==> src/rtl/fetch_pkg.sv <==
// Shared types and constants for the instruction fetch sequencer.
package fetch_pkg;

  localparam int BYTE_W = 8;

  typedef enum logic [2:0] {
    IDLE  = 3'd0,
    RD_HI = 3'd1,
    LD_HI = 3'd2,
    RD_LO = 3'd3,
    LD_LO = 3'd4,
    DONE  = 3'd5
  } fetch_state_t;

  // True in the two states that wait for a memory byte.
  function automatic logic is_read_state(input fetch_state_t s);
    return (s == RD_HI) || (s == RD_LO);
  endfunction

endpackage

==> src/rtl/pc_counter.sv <==
// 8-bit program counter: parallel load has priority over increment,
// increment wraps modulo 256.
module pc_counter
  import fetch_pkg::*;
#(
  parameter logic [BYTE_W-1:0] PC_RESET = 8'h00
) (
  input  logic              clk,
  input  logic              reset_n,
  input  logic              load,
  input  logic              inc,
  input  logic [BYTE_W-1:0] d,
  output logic [BYTE_W-1:0] q
);

  logic [BYTE_W-1:0] r_pc;

  // PC register: reset value, then load, then increment, else hold.
  always_ff @(posedge clk or negedge reset_n) begin
    if (!reset_n) begin
      r_pc <= PC_RESET;
    end else if (load) begin
      r_pc <= d;
    end else if (inc) begin
      r_pc <= r_pc + 8'd1;
    end else begin
      r_pc <= r_pc;
    end
  end

  assign q = r_pc;

endmodule

==> src/rtl/fetch_sequencer.sv <==
// Fetches a 2-byte instruction (upper byte, then lower) from memory at the
// PC and hands each byte to the instruction register with a load strobe.
// Every output is either a register or a decode of the state register.
module fetch_sequencer
  import fetch_pkg::*;
#(
  parameter logic [BYTE_W-1:0] PC_RESET = 8'h00
) (
  input  logic              clk,
  input  logic              reset_n,
  input  logic              start,
  input  logic              pc_load,
  input  logic [BYTE_W-1:0] pc_in,
  output logic              mem_req,
  output logic [BYTE_W-1:0] mem_addr,
  input  logic              mem_ready,
  input  logic [BYTE_W-1:0] mem_data,
  output logic [BYTE_W-1:0] ir_data,
  output logic              load_iru,
  output logic              load_irl,
  output logic [BYTE_W-1:0] pc,
  output logic              busy,
  output logic              fetch_done
);

  fetch_state_t      r_state;
  fetch_state_t      w_next;
  logic [BYTE_W-1:0] r_data;
  logic [BYTE_W-1:0] w_pc;
  logic              w_pc_load;
  logic              w_pc_inc;
  logic              w_capture;

  pc_counter #(
    .PC_RESET(PC_RESET)
  ) u_pc (
    .clk    (clk),
    .reset_n(reset_n),
    .load   (w_pc_load),
    .inc    (w_pc_inc),
    .d      (pc_in),
    .q      (w_pc)
  );

  // State register.
  always_ff @(posedge clk or negedge reset_n) begin
    if (!reset_n) begin
      r_state <= IDLE;
    end else begin
      r_state <= w_next;
    end
  end

  // Next-state and datapath control; pc_load beats start in IDLE.
  always_comb begin
    w_next    = r_state;
    w_pc_load = 1'b0;
    w_pc_inc  = 1'b0;
    w_capture = 1'b0;
    case (r_state)
      IDLE: begin
        if (pc_load) begin
          w_pc_load = 1'b1;
        end else if (start) begin
          w_next = RD_HI;
        end else begin
          w_next = IDLE;
        end
      end
      RD_HI, RD_LO: begin
        if (mem_ready) begin
          w_capture = 1'b1;
          w_pc_inc  = 1'b1;
          w_next    = (r_state == RD_HI) ? LD_HI : LD_LO;
        end else begin
          w_next = r_state;
        end
      end
      LD_HI:   w_next = RD_LO;
      LD_LO:   w_next = DONE;
      DONE:    w_next = IDLE;
      default: w_next = IDLE;
    endcase
  end

  // Data register: holds the last byte read until the next capture.
  always_ff @(posedge clk or negedge reset_n) begin
    if (!reset_n) begin
      r_data <= 8'h00;
    end else if (w_capture) begin
      r_data <= mem_data;
    end else begin
      r_data <= r_data;
    end
  end

  assign mem_req    = is_read_state(r_state);
  assign mem_addr   = w_pc;
  assign pc         = w_pc;
  assign ir_data    = r_data;
  assign load_iru   = (r_state == LD_HI);
  assign load_irl   = (r_state == LD_LO);
  assign fetch_done = (r_state == DONE);
  assign busy       = (r_state != IDLE);

endmodule
==> config.mk <==
export PLATFORM = sky130hd
export DESIGN_NAME = fetch_sequencer
export DESIGN_NICKNAME = d
export VERILOG_FILES = /design/src/rtl/fetch_pkg.sv /design/src/rtl/pc_counter.sv /design/src/rtl/fetch_sequencer.sv
export SDC_FILE = /design/constraint.sdc
export NUM_CORES = 1
export LEC_CHECK = 0
export CAP_MARGIN = 20
export CORE_MARGIN = 2
export CORE_UTILIZATION = 43
export DETAILED_ROUTE_END_ITERATION = 7
export PLACE_DENSITY = 0.85
export SLEW_MARGIN = 20
export SYNTH_ARGS = -nofsm -noshare
export SYNTH_HDL_FRONTEND = slang
export SYNTH_SLANG_ARGS = --single-unit
==> constraint.sdc <==
create_clock -name clk -period 2.64 [get_ports clk]
set_clock_uncertainty 0.1 [all_clocks]
set_input_delay 0.396 -clock clk [delete_from_list [all_inputs] [get_ports clk]]
set_output_delay 0.396 -clock clk [all_outputs]
set_load 0.005 [all_outputs]
Word level (Yosys, flattened, before mapping)
Cells that the tools add are included.

storage, ports and cells
  register bits after elaboration = 19
  bits of input ports = 21
  output and inout port bits = 29
  logic and storage cells = 28

cells by class
  add/subtract/negate cells = 1
  eq/ne operators = 7
  mux-type cells = 11
  reduce and logical (&&, ||, !) cells = 6

operators by type and width
  operator                                                         count
  8-bit 2-to-1 mux                                                 2
  3-bit case mux with 4 select lines                               1
  3-bit 2-to-1 mux                                                 3
  8-bit by 1-bit adder with 8-bit output, second input constant    1
  3-bit by 2-bit == test with 1-bit output, second input constant  2
  3-bit == test, second input constant                             2
  1-bit 2-to-1 mux                                                 5
  2-bit != test, second input constant                             2
  3-bit by 1-bit == test with 1-bit output, second input constant  1
  3-bit logical NOT                                                1
  3-bit nonzero test                                               1
  2-bit AND reduction                                              1
  2-bit nonzero test                                               1
  2-bit OR reduction                                               1
  1-bit logical OR                                                 1

Logic depth before layout (Yosys ltp)
  depth after elaboration = 5
  depth in mapped cells = 6
  gate-level depth less buffers = 4

Modules after synthesis
Synthesis repeated with hierarchy kept, for this count alone.

unflattened totals
  cell total of the unflattened synthesis = 94
  area, all modules = 1043.5 um^2

by module, submodules not included
  module           times used  cells each  area an instance (um^2)  seq. area each (um^2)
  fetch_sequencer  1           45          593.1                    275.3
  pc_counter       1           49          450.4                    200.2

Worst setup path before layout
Ideal clock, no wire load.

  kind = flip-flop to flip-flop
  from = register r_state[0]
  to = register u_pc.r_pc[1] (netlist: u_pc.q[1])
  library setup time = 0.124 ns
  arrival = 1.178 ns
  data required time = 2.416 ns
  setup slack = 1.238 ns
  cell stages (with the launch flop) = 7
  path buffers = 3
  period minus slack after synthesis = 1.402 ns
  cell sequence = dfrtp_1 -> buf_4 -> and3b_1 -> buf_4 -> buf_2 -> a22oi_1 -> nand2_1

on the way
  cells in the longest elaborated chain, start to end = 4
  elaborated cells between the ends (all ways) = 8
  classes of those cells = eq/ne (2); mux (3); reduce/logical (3)

ends and longest elaborated chain
  what                                                                                                         line                   RTL
  from (decl)                                                                                                  fetch_sequencer.sv:26  fetch_state_t r_state;
  from (signal assigned)                                                                                       fetch_sequencer.sv:50  r_state <= w_next;
  3-bit by 1-bit == test with 1-bit output / 3-bit by 2-bit == test with 1-bit output (equally long branches)  fetch_sequencer.sv:60  case (r_state)
  2-bit OR reduction                                                                                           fetch_sequencer.sv:60
  1-bit 2-to-1 mux                                                                                             fetch_sequencer.sv:60
  2-bit nonzero test (no source line)                                                                          -
  to (signal assigned)                                                                                         pc_counter.sv:25       r_pc <= r_pc + 8'd1;
  to (signal assigned)                                                                                         pc_counter.sv:27       r_pc <= r_pc;
  to (decl)                                                                                                    pc_counter.sv:16       logic [BYTE_W-1:0] r_pc;

Parallel ways exist; a longest one is shown, timed or not.
A chain may end at the register's enable or synchronous reset.

Final worst setup path
  from = register r_state[0]
  to = output port load_irl

on the way
  cells in the longest elaborated chain, start to end = 1

ends and longest elaborated chain
  what           line                    RTL
  3-bit == test  fetch_sequencer.sv:102  assign load_irl = (r_state == LD_LO);
  to (decl)      fetch_sequencer.sv:20   output logic load_irl,

No other way between the ends.

==> key figures <==
GRT
  • Largest net degree at the start of global routing: 20
  • Gr usage total: 0.186
  • Vias in the first global route: 868
  • Initial antenna violation count: 0
  • Total global routing overflow: 0
  • First-pass GRT wire length: 3.84 mm

Route
  • Met3 wire len: 190 um
  • Vias per cell: 5.13
  • Met2 wire len: 1.18 mm
  • Met1 wire length: 1.05 mm
  • Max layer used: met3
  • Drt pass-1 iters: 4
  • Starting DRT DRC Count: 22
  • Post-route antenna net violation count: 0
  • Via count: 918
  • Detailed Route WL: 2.42 mm
  • Wire per inst: 13.5 um
  • DR DRC count: 0

Timing
  • WHS: 389 ps
  • Final hold violation count: 0
  • Setup violations, final: 0
  • Final worst path period share: 0.866
  • Unrepaired setup endpoints after global routing: false
  • Setup TNS: 0 ps
  • Peak Freq: 0.437 GHz
  • Pins Over Slew Limit: 0
  • Actual slew at the worst max-slew pin: 833 ps
  • Slew Limit Headroom: 0.443
  • Fin crit period: 2290 ps
  • Setup ws final: 353 ps

Worst setup path
  • Critical Path Start: r_state[0]
  • Worst EP arrival: 1790 ps
  • Slowest stage delay, CP: 580 ps
  • Crit-path leading delay family: buffers and inverters
  • Critical path type: reg2out
  • R2R Setup Slk: 790 ps
  • Worst-path fanout max: 10
  • CP required: 2140 ps
  • Worst R2R Start: r_state[0]
  • Crit. End Element: output port
  • R2r endpoint: u_pc.q[5]
  • Crit path max-delay cell type: clkdlybuf4s50_1
  • WP depth: 2
  • Crit-path cells: nor3b_1, clkdlybuf4s50_1
  • R2R cell count: 4
  • Bufs and invs on worst path: 1
  • Startpoint Class: register

Placed design
  • Post-DP HPWL: 1.81 mm
  • GPL Wtd Cong: 0.791
  • Port Buf Inserts: 49
  • Setup WS pre-CTS: 464 ps

Clock network
  • Total CTS buffers: 3
  • Post-CTS setup buffers: 0
  • Sink Count: 19
  • CTS H-Tree Depth: 1
  • Cts repair resizes: 0
  • CTS max path bufs: 2
  • Worst-Skew Late Latency: 290 ps
  • Worst-path clk slew: 110 ps
  • CTS tree: yes
  • Cts hold-fix bufs: 0
  • Root Buffer: clkbuf_4

Power and ir drop
  • Clk pwr share: 0.092
  • Psw: 0.599 mW
  • Net Sw Frac: 0.374
  • Combinational fraction of design power: 0.521
  • Peak VDD IR: 0.567 mV
  • Static Leakage: 0.650 nW
  • Pwr dens: 1090 nW/um^2
  • Internal: 1.00 mW
  • Reg power frac: 0.387

Finish
  • # fillers: 190
  • Nets@finish: 174
  • Flip-flop and latch area: 475 um^2
  • Diodes inserted: 0
  • Most frequent cells in the layout: 49 x clkdlybuf4s50_1, 36 x nand2_1, 19 x dfrtp_1, 7 x nor2_1
  • Area Overhead vs Synth: 43.2%
  • Layout cells sized above 1: 0.0464
  • Most common cell after layout, fill and taps aside: clkdlybuf4s50_1
  • Area of the multi-input gates: 432 um^2
  • Finished Core Util: 0.659

Logic synthesis
  • EDFF count, synth: 0
  • Post-synthesis sequential area ratio: 0.463
  • Synthesized flop and latch total: 19
  • Async S/R FF share, synth: 1.00
  • Yosys top cell by area: dfrtp_1
  • Syn Std Cell Area: 1030 um^2
  • Ranking of synthesized cells by area: dfrtp_1 46%, nand2_1 13%, buf_4 8.0%
  • Top cell type's share of synthesized area: 0.463
  • Syn Area/Cell: 9.09 um^2
  • Cells after Synth: 113
  • Netlist cell types: 32
  • Synth Flop Type: dfrtp_1
  • Mapped Nets: 135
  • Yosys warns: 0

Die
  • Row cnt: 17
  • Die X: 52.9 um
  • Core area: 2230 um^2
  • Initial Util: 0.460
  • Die ar.: 2800 um^2
  • Ports: 50
  • Height of the chip: 52.9 um

Min path
  • Hold Path Class: reg2reg
  • Worst hold endpoint: ir_data[7]
  • Hold_sp: ir_data[7]
  • Worst Hold Depth: 2

Job
  • Max-cap violations: 0

Outcome
  • Status: finished clean
==> synth_stat cells, drive strengths merged (2+ instances only) <==
library cell,number
nand2,36
dfrtp,19
buf,15
nor2,7
o21ai,5
inv,3
nand4,3
xnor2,3
nor3b,2
==> worst min-delay path: stages, from the launching register on <==
cell,delay [ps]
dfrtp_1,360
nand2_1,50
nand2_1,60
==> stage by stage <==
step | total power, mW | cells | instance area [um^2]
after floorplan | 1.05 | 113 | 1030
after global placement | 1.42 | 175 | 1440
after detailed placement | 1.47 | 175 | 1440
after CTS | 1.62 | 179 | 1470
after global routing | 1.74 | 179 | 1470
final | 1.60 | 179 | 1470
==> worst max path at each step <==
stage	end
after floorplan	u_pc.q[1]
after global placement	u_pc.q[5]
after detailed placement	u_pc.q[5]
after CTS	load_irl
after global routing	load_irl
final	load_irl
==> registers in the layout, indices dropped and copies added, names as in the netlist <==
register and flops:
r_state 3, ir_data 8, u_pc.q 8
==> metal layers <==
| layer | track usage | vias up |
|---|---|---|
| li1 | - | 443 |
| met3 | 0.0593 | 0 |
| met2 | 0.315 | 38 |
| met1 | 0.233 | 437 |
| met5 | 0 | - |
| met4 | 0.0385 | 0 |
==> power by group through the flow <==
stage	sequential, mW	combinational (mW)	clock (mW)
global route	0.645	0.926	0.166
finish	0.621	0.836	0.147
global placement	0.611	0.808	0
detailed placement	0.621	0.846	0
CTS	0.618	0.849	0.152
floorplan	0.550	0.504	0
==> cells by family (layout without fill, tap and decap cells) <==
logic type,count (synthesis),count (layout),synth area share
and+or+nand+nor,57,57,0.285
xor gates and xnor gates,4,4,0.0341
DFF,19,19,0.463
AOI/OAI and AO/OA,14,14,0.0889
buffers and inverters,18,56,0.117
adders and majority gates,1,1,0.0122
==> cell type report <==
cell class	instances	area share
Inverter	3	0.00765
Clock buffer	3	0.0153
Tap cell	28	0.0238
Clock inverter	1	0.00340
Sequential cell	19	0.323
Timing Repair Buffer	49	0.333
Multi-Input combinational cell	76	0.293
(Power assumes the default switching activity.)
